===== src/rtl/fetch_pkg.sv =====
// fetch_pkg: shared definitions for the instruction fetch unit.
//   fetch_state_e    - fetch FSM state encoding (IDLE, REQ, FULL)
//   redirect_sel_e   - control-flow target selector codes
//   DEFAULT_RESET_PC - default first fetch address after reset
package fetch_pkg;

  typedef enum logic [1:0] {
    ST_IDLE = 2'b00,
    ST_REQ  = 2'b01,
    ST_FULL = 2'b10
  } fetch_state_e;

  typedef enum logic [1:0] {
    SEL_BRANCH = 2'b00,
    SEL_JUMP   = 2'b01,
    SEL_REG    = 2'b10,
    SEL_RSVD   = 2'b11
  } redirect_sel_e;

  localparam logic [31:0] DEFAULT_RESET_PC = 32'h0000_0000;

endpackage : fetch_pkg


===== src/rtl/next_pc_calc.sv =====
// next_pc_calc: combinational control-flow target computation.
// Ports:
//   sel          in  2  target selector (branch / jump / register / reserved)
//   inst_low     in  26 inst[25:0] of the held instruction
//   pc_plus4     in  32 address of the held instruction plus 4
//   reg_word     in  30 redirect_reg[31:2]; byte offset is discarded
//   target       out 32 word-aligned redirect target
module next_pc_calc
  import fetch_pkg::*;
(
  input  logic [1:0]  sel,
  input  logic [25:0] inst_low,
  input  logic [31:0] pc_plus4,
  input  logic [29:0] reg_word,
  output logic [31:0] target
);

  logic [31:0] branch_off;

  // Sign-extend the 16-bit offset and scale it to bytes in one step.
  assign branch_off = {{14{inst_low[15]}}, inst_low[15:0], 2'b00};

  always_comb begin
    // Reserved selector code falls back to the branch target.
    target = pc_plus4 + branch_off;
    case (redirect_sel_e'(sel))
      SEL_JUMP: target = {pc_plus4[31:28], inst_low, 2'b00};
      SEL_REG:  target = {reg_word, 2'b00};
      default:  ;
    endcase
  end

endmodule : next_pc_calc


===== src/rtl/inst_fetch.sv =====
// inst_fetch: single-outstanding-request instruction fetch unit.
// Fetches one word per request, holds it for decode, and reloads the PC
// from a redirect target when the held instruction is accepted.
// Ports:
//   clk, reset_n        clock, asynchronous active-low reset
//   imem_req/imem_addr  read request and word-aligned address (out)
//   imem_ack/imem_rdata read completion and data (in)
//   inst_valid          held instruction is valid (out)
//   inst_ready          decode accepts the held instruction (in)
//   inst/imm16/pc_plus4 held instruction, its low half, its address + 4 (out)
//   redirect_valid/sel/reg  control-flow change for the accepted instruction (in)
module inst_fetch
  import fetch_pkg::*;
#(
  parameter logic [31:0] RESET_PC = DEFAULT_RESET_PC
) (
  input  logic        clk,
  input  logic        reset_n,
  output logic        imem_req,
  output logic [31:0] imem_addr,
  input  logic        imem_ack,
  input  logic [31:0] imem_rdata,
  output logic        inst_valid,
  input  logic        inst_ready,
  output logic [31:0] inst,
  output logic [15:0] imm16,
  output logic [31:0] pc_plus4,
  input  logic        redirect_valid,
  input  logic [1:0]  redirect_sel,
  input  logic [31:0] redirect_reg
);

  fetch_state_e state_q, state_d;
  logic [31:0]  pc_q, pc_d;
  logic [31:0]  inst_q, inst_d;
  logic [31:0]  pc_plus4_q, pc_plus4_d;
  logic [31:0]  redirect_target;

  next_pc_calc u_next_pc_calc (
    .sel      (redirect_sel),
    .inst_low (inst_q[25:0]),
    .pc_plus4 (pc_plus4_q),
    .reg_word (redirect_reg[31:2]),
    .target   (redirect_target)
  );

  always_comb begin
    // NOTE: every next-state value defaults to "hold" first, so paths that
    // do not assign it cannot infer a latch.
    state_d    = state_q;
    pc_d       = pc_q;
    inst_d     = inst_q;
    pc_plus4_d = pc_plus4_q;
    case (state_q)
      ST_IDLE: state_d = ST_REQ;
      ST_REQ: begin
        if (imem_ack) begin
          inst_d     = imem_rdata;
          pc_plus4_d = pc_q + 32'd4;   // wraps naturally at 2^32
          pc_d       = pc_q + 32'd4;
          state_d    = ST_FULL;
        end
      end
      ST_FULL: begin
        // imem_ack is not looked at here: stray acks leave everything alone.
        if (inst_ready) begin
          if (redirect_valid) pc_d = redirect_target;
          state_d = ST_REQ;
        end
      end
      default: state_d = ST_IDLE;
    endcase
  end

  // NOTE: the hold registers are reset too, because inst/pc_plus4 are
  // visible outputs that must read zero while in reset.
  always_ff @(posedge clk or negedge reset_n) begin
    if (!reset_n) begin
      state_q    <= ST_IDLE;
      pc_q       <= RESET_PC;
      inst_q     <= '0;
      pc_plus4_q <= '0;
    end else begin
      // NOTE: non-blocking assignments so all registers update from the
      // same pre-edge values.
      state_q    <= state_d;
      pc_q       <= pc_d;
      inst_q     <= inst_d;
      pc_plus4_q <= pc_plus4_d;
    end
  end

  assign imem_req   = (state_q == ST_REQ);
  assign inst_valid = (state_q == ST_FULL);
  assign imem_addr  = pc_q;
  assign inst       = inst_q;
  assign imm16      = inst_q[15:0];
  assign pc_plus4   = pc_plus4_q;

endmodule : inst_fetch


===== config.mk =====
export PLATFORM = sky130hd
export DESIGN_NAME = inst_fetch
export DESIGN_NICKNAME = d
export VERILOG_FILES = /design/src/rtl/fetch_pkg.sv /design/src/rtl/next_pc_calc.sv /design/src/rtl/inst_fetch.sv
export SDC_FILE = /design/constraint.sdc
export NUM_CORES = 1
export LEC_CHECK = 0
export ABC_CLOCK_PERIOD_IN_PS = 3100
export CORE_UTILIZATION = 25
export CTS_CLUSTER_SIZE = 40
export DETAILED_ROUTE_END_ITERATION = 10
export HOLD_SLACK_MARGIN = 0.02
export PLACE_DENSITY_LB_ADDON = 0.25
export SETUP_SLACK_MARGIN = 0.3
export SYNTH_ARGS = -nofsm -noshare
export SYNTH_HDL_FRONTEND = slang
export SYNTH_SLANG_ARGS = --single-unit
export TNS_END_PERCENT = 1

===== constraint.sdc =====
create_clock -name clk -period 3.1 [get_ports clk]
set_input_delay 0.62 -clock clk [delete_from_list [all_inputs] [get_ports clk]]
set_output_delay 0.62 -clock clk [all_outputs]
set_load 0.01 [all_outputs]

==> summary.md, run 1 <==
| Metric | Value |
|---|---|
| DR pass1 iterations | 5 |
| Hold buffers post-CTS | 0 |
| Post-Syn Nets | 1003 |
| Register-to-Register Path Depth | 9 |
| P_int | 5.216 mW |
| Post-DP HPWL | 20340 um |
| Final Critical Period | 2722 ps |
| Worst flop-to-flop path startpoint | inst[0]$_DFFE_PN0P_ |
| Leakage | 4.139 nW |
| Syn avg cell area | 7.911 um^2 |
| Crit start category | flop |
| Hold crit path type | input port to async pin |
| TritonCTS clock tree | built |
| Initial core utilization | 25.53% |
| RD Place Congestion | 0.8878 |
| Crit path max fanout | 4 |
| Gate power share | 62.8% |
| Final slew viol count | 0 |
| Die Span Y | 170.7 um |
| Final worst path period share | 87.80% |
| Post-CTS Setup Repair Bufs | 0 |
| Clock power frac | 11.2% |
| Worst IR Drop VDD | 0.3945 mV |
| Critical path class | flop to flop |
| Crit path DAT | 2940 ps |
| Area growth, synth to finish | 36.35% |
| Final #Nets | 1161 |
| Slew margin rel. | 51.36% |
| Initial antenna violation count | 0 |
| 1st-iter DRT viols | 501 |
| CTS Buf Count | 9 |
| Hold_ws | 328.8 ps |
| ANT cells | 0 |
| DR vias | 7279 |
| Root Buffer | clkbuf_16 |
| Placeable Area | 27860 um^2 |
| Asr flop ratio synth | 100.0% |
| Element type at the critical path end | flop |
| Synth Instances | 899 |
| Max Freq | 367.4 MHz |
| Final wirelength | 27330 um |
| Clock skew | 12.51 ps |
| Clock-pin slew on the worst setup and hold paths | 70 ps |
| Row Count | 61 |
| GRT Total Usage | 19.24% |
| Hold Violations, Final | 0 |
| Power Density | 1020 nW/um^2 |
| Max-cap viol count | 0 |
| DR DRC count | 0 |
| Slew @ Worst Pin | 729.5 ps |
| Die ar. | 29130 um^2 |
| WL/cell | 19.00 um |
| Sequential area share after synthesis | 34.48% |
| Synth cell types | 68 |
| Worst R2R End | imem_addr[24]$_DFFE_PN0P_ |
| Pin count of the biggest net entering global routing | 101 |
| DRT antenna net count | 0 |
| PortBufs | 182 |
| Total global routing overflow | 0 |
| Prevailing post-synth register cell | dfrtp_1 |
| H-tree depth | 3 |
| Number of synthesized flops with an enable pin | 0 |
| Finish-stage setup viols | 0 |
| Net Sw Frac | 47.25% |
| Register share of total power | 26.0% |
| Worst-Skew Late Latency | 350 ps |
| Worst reg-to-reg setup slack | 380 ps |
| #FFs+latches synth | 98 |
| Max clock buf depth | 2 |
| Net Sw Power | 4.672 mW |
| RSZ-0062 raised after global routing | yes |
| YS warnings | 0 |
| Vias/cell | 5.062 |
| Clk sinks | 98 |
| Required time of the critical path | 3310 ps |
| First-pass GRT wire length | 42660 um |
| Synthesized area | 7112 um^2 |
| Vias in the first global route | 7116 |
| Chip width | 170.7 um |
| Ratio of cells with drive above 1 in the final layout | 7.264% |
| Status | completed |
| Total Neg Setup Slack | 0 ps |
| Boundary Pins | 185 |
==> stage by stage <==
stage	area, um^2	total power [mW]	utilization (%)	worst slack (ps)	instances
floorplan	7112	5.993	-	560.4	899
global placement	9384	8.667	33.69	221.0	1424
detailed placement	9384	8.690	33.69	223.0	1424
CTS	9666	9.876	34.70	306.6	1438
global route	9697	10.71	34.81	249.3	1438
finish	9697	9.887	34.81	378.1	1438
==> worst max-delay path by stage <==
stage / slack (ps) / to / start
detailed placement: 220 / imem_addr[26]$_DFFE_PN0P_ / redirect_sel[0]
floorplan: 560 / imem_addr[14]$_DFFE_PN0P_ / inst[0]$_DFFE_PN0P_
global route: 250 / imem_addr[31]$_DFFE_PN0P_ / inst[15]$_DFFE_PN0P_
global placement: 220 / imem_addr[26]$_DFFE_PN0P_ / redirect_sel[0]
CTS: 310 / imem_addr[24]$_DFFE_PN0P_ / inst[0]$_DFFE_PN0P_
finish: 380 / imem_addr[24]$_DFFE_PN0P_ / inst[0]$_DFFE_PN0P_
==> layout make-up <==
type	count	area, um^2
inverters	12	45.04
well taps	378	473.0
repair buffers	223	2152
flip-flops and latches	98	2454
multi-input cells	713	4303
clock inverters	2	13.76
fillers	2970	18160
clock buffers	12	256.5
==> state kept, by name, indices dropped and copies added, names as in the netlist <==
register and count:
pc_plus4 32, state_q 2, imem_addr 32, inst 32
==> synth_stat cells (4+ instances only) <==
| master | instances | area (um^2) |
|---|---|---|
| a211oi_1 | 4 | 30.03 |
| a21o_1 | 12 | 90.09 |
| a21oi_1 | 70 | 350.3 |
| a221o_1 | 6 | 60.06 |
| a221oi_1 | 19 | 166.4 |
| a22oi_1 | 16 | 120.1 |
| a31oi_1 | 11 | 68.82 |
| and2_1 | 5 | 31.28 |
| and3_1 | 19 | 118.9 |
| and4_1 | 4 | 35.03 |
| buf_1 | 7 | 26.28 |
| buf_2 | 13 | 65.06 |
| buf_4 | 16 | 120.1 |
| clkbuf_1 | 40 | 150.1 |
| dfrtp_1 | 98 | 2452 |
| ha_1 | 32 | 400.4 |
| inv_1 | 12 | 45.04 |
| mux2i_1 | 6 | 60.06 |
| nand2_1 | 203 | 762.0 |
| nand2b_1 | 8 | 50.05 |
| nand3_1 | 31 | 155.2 |
| nand4_1 | 17 | 106.4 |
| nor2_1 | 42 | 157.7 |
| nor3_1 | 16 | 80.08 |
| nor4_1 | 5 | 31.28 |
| o211ai_1 | 7 | 52.55 |
| o21a_1 | 4 | 30.03 |
| o21ai_0 | 62 | 310.3 |
| o21bai_1 | 5 | 37.54 |
| o221ai_1 | 4 | 35.03 |
| o22ai_1 | 4 | 25.02 |
| or3_1 | 4 | 25.02 |
| xnor2_1 | 16 | 140.1 |
| xor2_1 | 31 | 271.5 |
==> cell families (layout without fill, tap and decap cells) <==
| group | count (synthesis) | count (layout) | share of synthesized area (%) |
|---|---|---|---|
| simple gates | 374 | 374 | 24.26 |
| compound gates | 252 | 252 | 22.84 |
| flops | 98 | 98 | 34.48 |
| buf+inv | 88 | 249 | 5.718 |
| xor+xnor | 47 | 47 | 5.788 |
| fa+ha+maj | 33 | 33 | 5.911 |
| mux | 7 | 7 | 1.003 |
==> per-layer routing <==
metal / global-route usage (%) / wire length, um / up-vias
li1: - / - / 3534
met1: 27.29 / 13080 / 3469
met2: 29.57 / 12000 / 253
met3: 4.164 / 1816 / 23
met4: 4.348 / 433 / 0
met5: 0 / 0 / -
==> worst max-delay path, stage by stage, from the launching register on <==
cell,delay (ps)
dfrtp_1,390
ha_1,240
fa_2,370
a21o_1,240
a221oi_4,360
nand4b_1,210
nand4_1,170
a221oi_2,270
xor2_1,240
o21ai_0,120
==> power by group through the flow <==
| stage | registers, mW | logic (mW) | clock network, mW |
|---|---|---|---|
| after floorplan | 2.63 | 3.37 | 0 |
| after global routing | 2.68 | 6.84 | 1.19 |
| after detailed placement | 2.59 | 6.10 | 0 |
| final | 2.57 | 6.21 | 1.11 |
| after CTS | 2.57 | 6.15 | 1.15 |
| after global placement | 2.58 | 6.08 | 0 |
==> placed cells by master (no fill, tap or decap), drive strengths merged, types with 18 or more instances in the layout <==
cell type / Yosys / layout
ha: 32 / 32
buf: 36 / 42
nand3: 32 / 32
nor2: 42 / 42
nand2: 204 / 204
a21oi: 70 / 70
nand4: 18 / 18
nor3: 18 / 18
clkdlybuf4s50: 0 / 181
xor2: 31 / 31
o21ai: 64 / 64
a221oi: 20 / 20
dfrtp: 98 / 98
and3: 19 / 19
==> what timing repair did <==
item / in CTS / in global routing
setup endpoints to repair: 4 / 11
resized for setup: 1 / 9
endpoints found under the hold margin: 0 / 0
pin swaps: 1 / 1
No activity file was read; power rests on OpenSTA's default activity.
==> inputs of run 2 (changes only) <==
--- a/config.mk
+++ b/config.mk
@@ -15,4 +15,4 @@
 export SYNTH_ARGS = -nofsm -noshare
 export SYNTH_HDL_FRONTEND = slang
 export SYNTH_SLANG_ARGS = --single-unit
-export TNS_END_PERCENT = 1
+export TNS_END_PERCENT = 10
==> results of run 2 <==
No change in the layout: final DEF, timing and power equal those of run 1.
==> inputs of run 3 (changes only) <==
--- a/config.mk
+++ b/config.mk
@@ -6,6 +6,7 @@
 export NUM_CORES = 1
 export LEC_CHECK = 0
 export ABC_CLOCK_PERIOD_IN_PS = 3100
+export CORE_MARGIN = 2
 export CORE_UTILIZATION = 25
 export CTS_CLUSTER_SIZE = 40
 export DETAILED_ROUTE_END_ITERATION = 10
==> run 3 against run 2 <==
Effect of this change: total power increased by 1.6%; worst setup slack got worse by 13 ps; critical path depth unchanged; global-route usage decreased by 0.84 points; die area increased by 2.4%; critical path type unchanged.
==> summary.md, run 3 (synthesis gave the netlist of run 1 again) <==
| Metric | Value |
|---|---|
| DR DRC count | 0 |
| Slew @ Worst Pin | 470.8 ps |
| GRT Total Usage | 18.40% |
| DRT antenna net count | 0 |
| Final #Nets | 1167 |
| Final instance area | 9791 um^2 |
| Area growth, synth to finish | 37.67% |
| Place WS | 182.7 ps |
| Row Count | 61 |
| Final worst path period share | 88.22% |
| Ratio of cells with drive above 1 in the final layout | 7.873% |
| CP startpoint | inst[0]$_DFFE_PN0P_ |
| Final wirelength | 27570 um |
| Final worst setup slack | 365.0 ps |
| Crit path capture | imem_addr[24]$_DFFE_PN0P_ |
| Vias/cell | 5.098 |
| Number of fill cells in the layout | 2954 |
| RD Place Congestion | 0.8651 |
| Chip width | 172.7 um |
| Register-to-Register Path Depth | 9 |
| Pin count of the biggest net entering global routing | 101 |
| WL/cell | 19.08 um |
| Required time of the critical path | 3320 ps |
| First-pass GRT wire length | 43550 um |
| Total Neg Setup Slack | 0 ps |
| Placed Area | 9434 um^2 |
| DR vias | 7366 |
| Multi-input combinational cell area | 4302 um^2 |
| Power Density | 1026 nW/um^2 |
| Worst IR Drop VDD | 0.4035 mV |
| Max Freq | 365.6 MHz |
| 1st-iter DRT viols | 570 |
| Max clock buf depth | 2 |
| Worst-Skew Late Latency | 360 ps |
| ANT cells | 0 |
| Final core occ | 35.05% |
| Initial antenna violation count | 0 |
| Placeable Area | 27930 um^2 |
| RSZ-0062 raised after global routing | yes |
| Vias in the first global route | 7397 |
| Worst reg-to-reg setup slack | 370 ps |
| CTS Buf Count | 9 |
| Finish-stage setup viols | 0 |
| Max-cap viol count | 0 |
| TritonCTS clock tree | built |
| Area taken by flip-flops and latches | 2454 um^2 |
| Boundary Pins | 185 |
| PortBufs | 182 |
| Root Buffer | clkbuf_16 |
| Total global routing overflow | 0 |
| Worst flop-to-flop path startpoint | inst[0]$_DFFE_PN0P_ |
| Hold crit path type | input port to async pin |
| Commonest non-fill, non-tap cell in the layout | nand2_1 |
| Hold Violations, Final | 0 |
| Commonest cells after routing, fill and taps aside | nand2_1 (201), clkdlybuf4s50_1 (181), dfrtp_1 (97) |
| Slew margin rel. | 68.61% |
| Status | completed |
| Element type at the critical path end | flop |
| Hold buffers post-CTS | 0 |
| Crit path DAT | 2960 ps |
| Initial core utilization | 25.46% |
| Hold_ws | 166.2 ps |
| Leakage | 4.186 nW |
| Clock-pin slew on the worst setup and hold paths | 70 ps |
| Worst R2R End | imem_addr[24]$_DFFE_PN0P_ |
| Die Span Y | 172.7 um |
| Final slew viol count | 0 |
| Die ar. | 29810 um^2 |
| Critical path class | flop to flop |
| Clk sinks | 98 |
| Post-DP HPWL | 20700 um |
| DR pass1 iterations | 5 |
| Crit path max fanout | 4 |
| Final Critical Period | 2735 ps |
| Crit start category | flop |
| H-tree depth | 3 |
| Clock skew | 9.733 ps |
-- run 3: cell types whose count changed in the layout (fill, tap and decap cells not counted), sizes merged --
cell	change
buf	+6
bufinv	+2
clkbuf	-2
inv	+1
-- run 3: worst min path at each step --
stage / start / endpoint / slack, ps / cells after the start
after floorplan: reset_n / imem_addr[0]$_DFFE_PN0P_ / 320 / 0
after global placement: inst[27]$_DFFE_PN0P_ / inst[27]$_DFFE_PN0P_ / 460 / 2
after detailed placement: inst[29]$_DFFE_PN0P_ / inst[29]$_DFFE_PN0P_ / 470 / 2
after CTS: reset_n / inst[11]$_DFFE_PN0P_ / 160 / 1
after global routing: reset_n / inst[13]$_DFFE_PN0P_ / 180 / 1
final: reset_n / inst[11]$_DFFE_PN0P_ / 170 / 1
-- run 3: layer usage --
metal,track usage (%),vias up,routed length [um]
li1,-,3559,-
met2,28.56,291,12130
met3,4.090,35,2020
met4,6.356,0,682
met5,0,-,0
met1,25.21,3481,12730
-- run 3: cell type report --
cell class                      instances  share of cell area, %
Timing Repair Buffer                  229                  22.57
Tap cell                              378                  4.831
Multi-Input combinational cell        713                  43.94
Sequential cell                        98                  25.06
Clock buffer                           10                  2.339
Inverter                               12                 0.4601
Clock inverter                          5                 0.8051
-- run 3: power by group --
group	internal, mW	switching [mW]
clock	0.705	0.536
sequential	1.82	0.750
combinational	2.84	3.39
total	5.37	4.68
-- run 3: worst max-delay path: stages, from the launching register on --
cell	delay (ps)
dfrtp_1	400
ha_1	230
fa_1	420
a21o_1	250
a221oi_4	330
nand4b_1	200
nand4_1	150
a221oi_2	280
xor2_1	230
o21ai_0	100
-- run 3: repair_timing --
| item | CTS | global route |
|---|---|---|
| cloned | 0 | 0 |
| buffers inserted | 0 | 1 |
| endpoints found under the setup margin | 8 | 14 |
| pin swaps | 0 | 6 |
| gates resized for setup | 2 | 8 |
-- run 3: stage by stage --
| stage | cells | power [mW] |
|---|---|---|
| 2_1_floorplan | 899 | 5.993 |
| 3_3_place_gp | 1429 | 8.684 |
| 3_5_place_dp | 1429 | 8.727 |
| 4_1_cts | 1444 | 10.06 |
| 5_1_grt | 1445 | 10.87 |
| 6_report | 1445 | 10.05 |
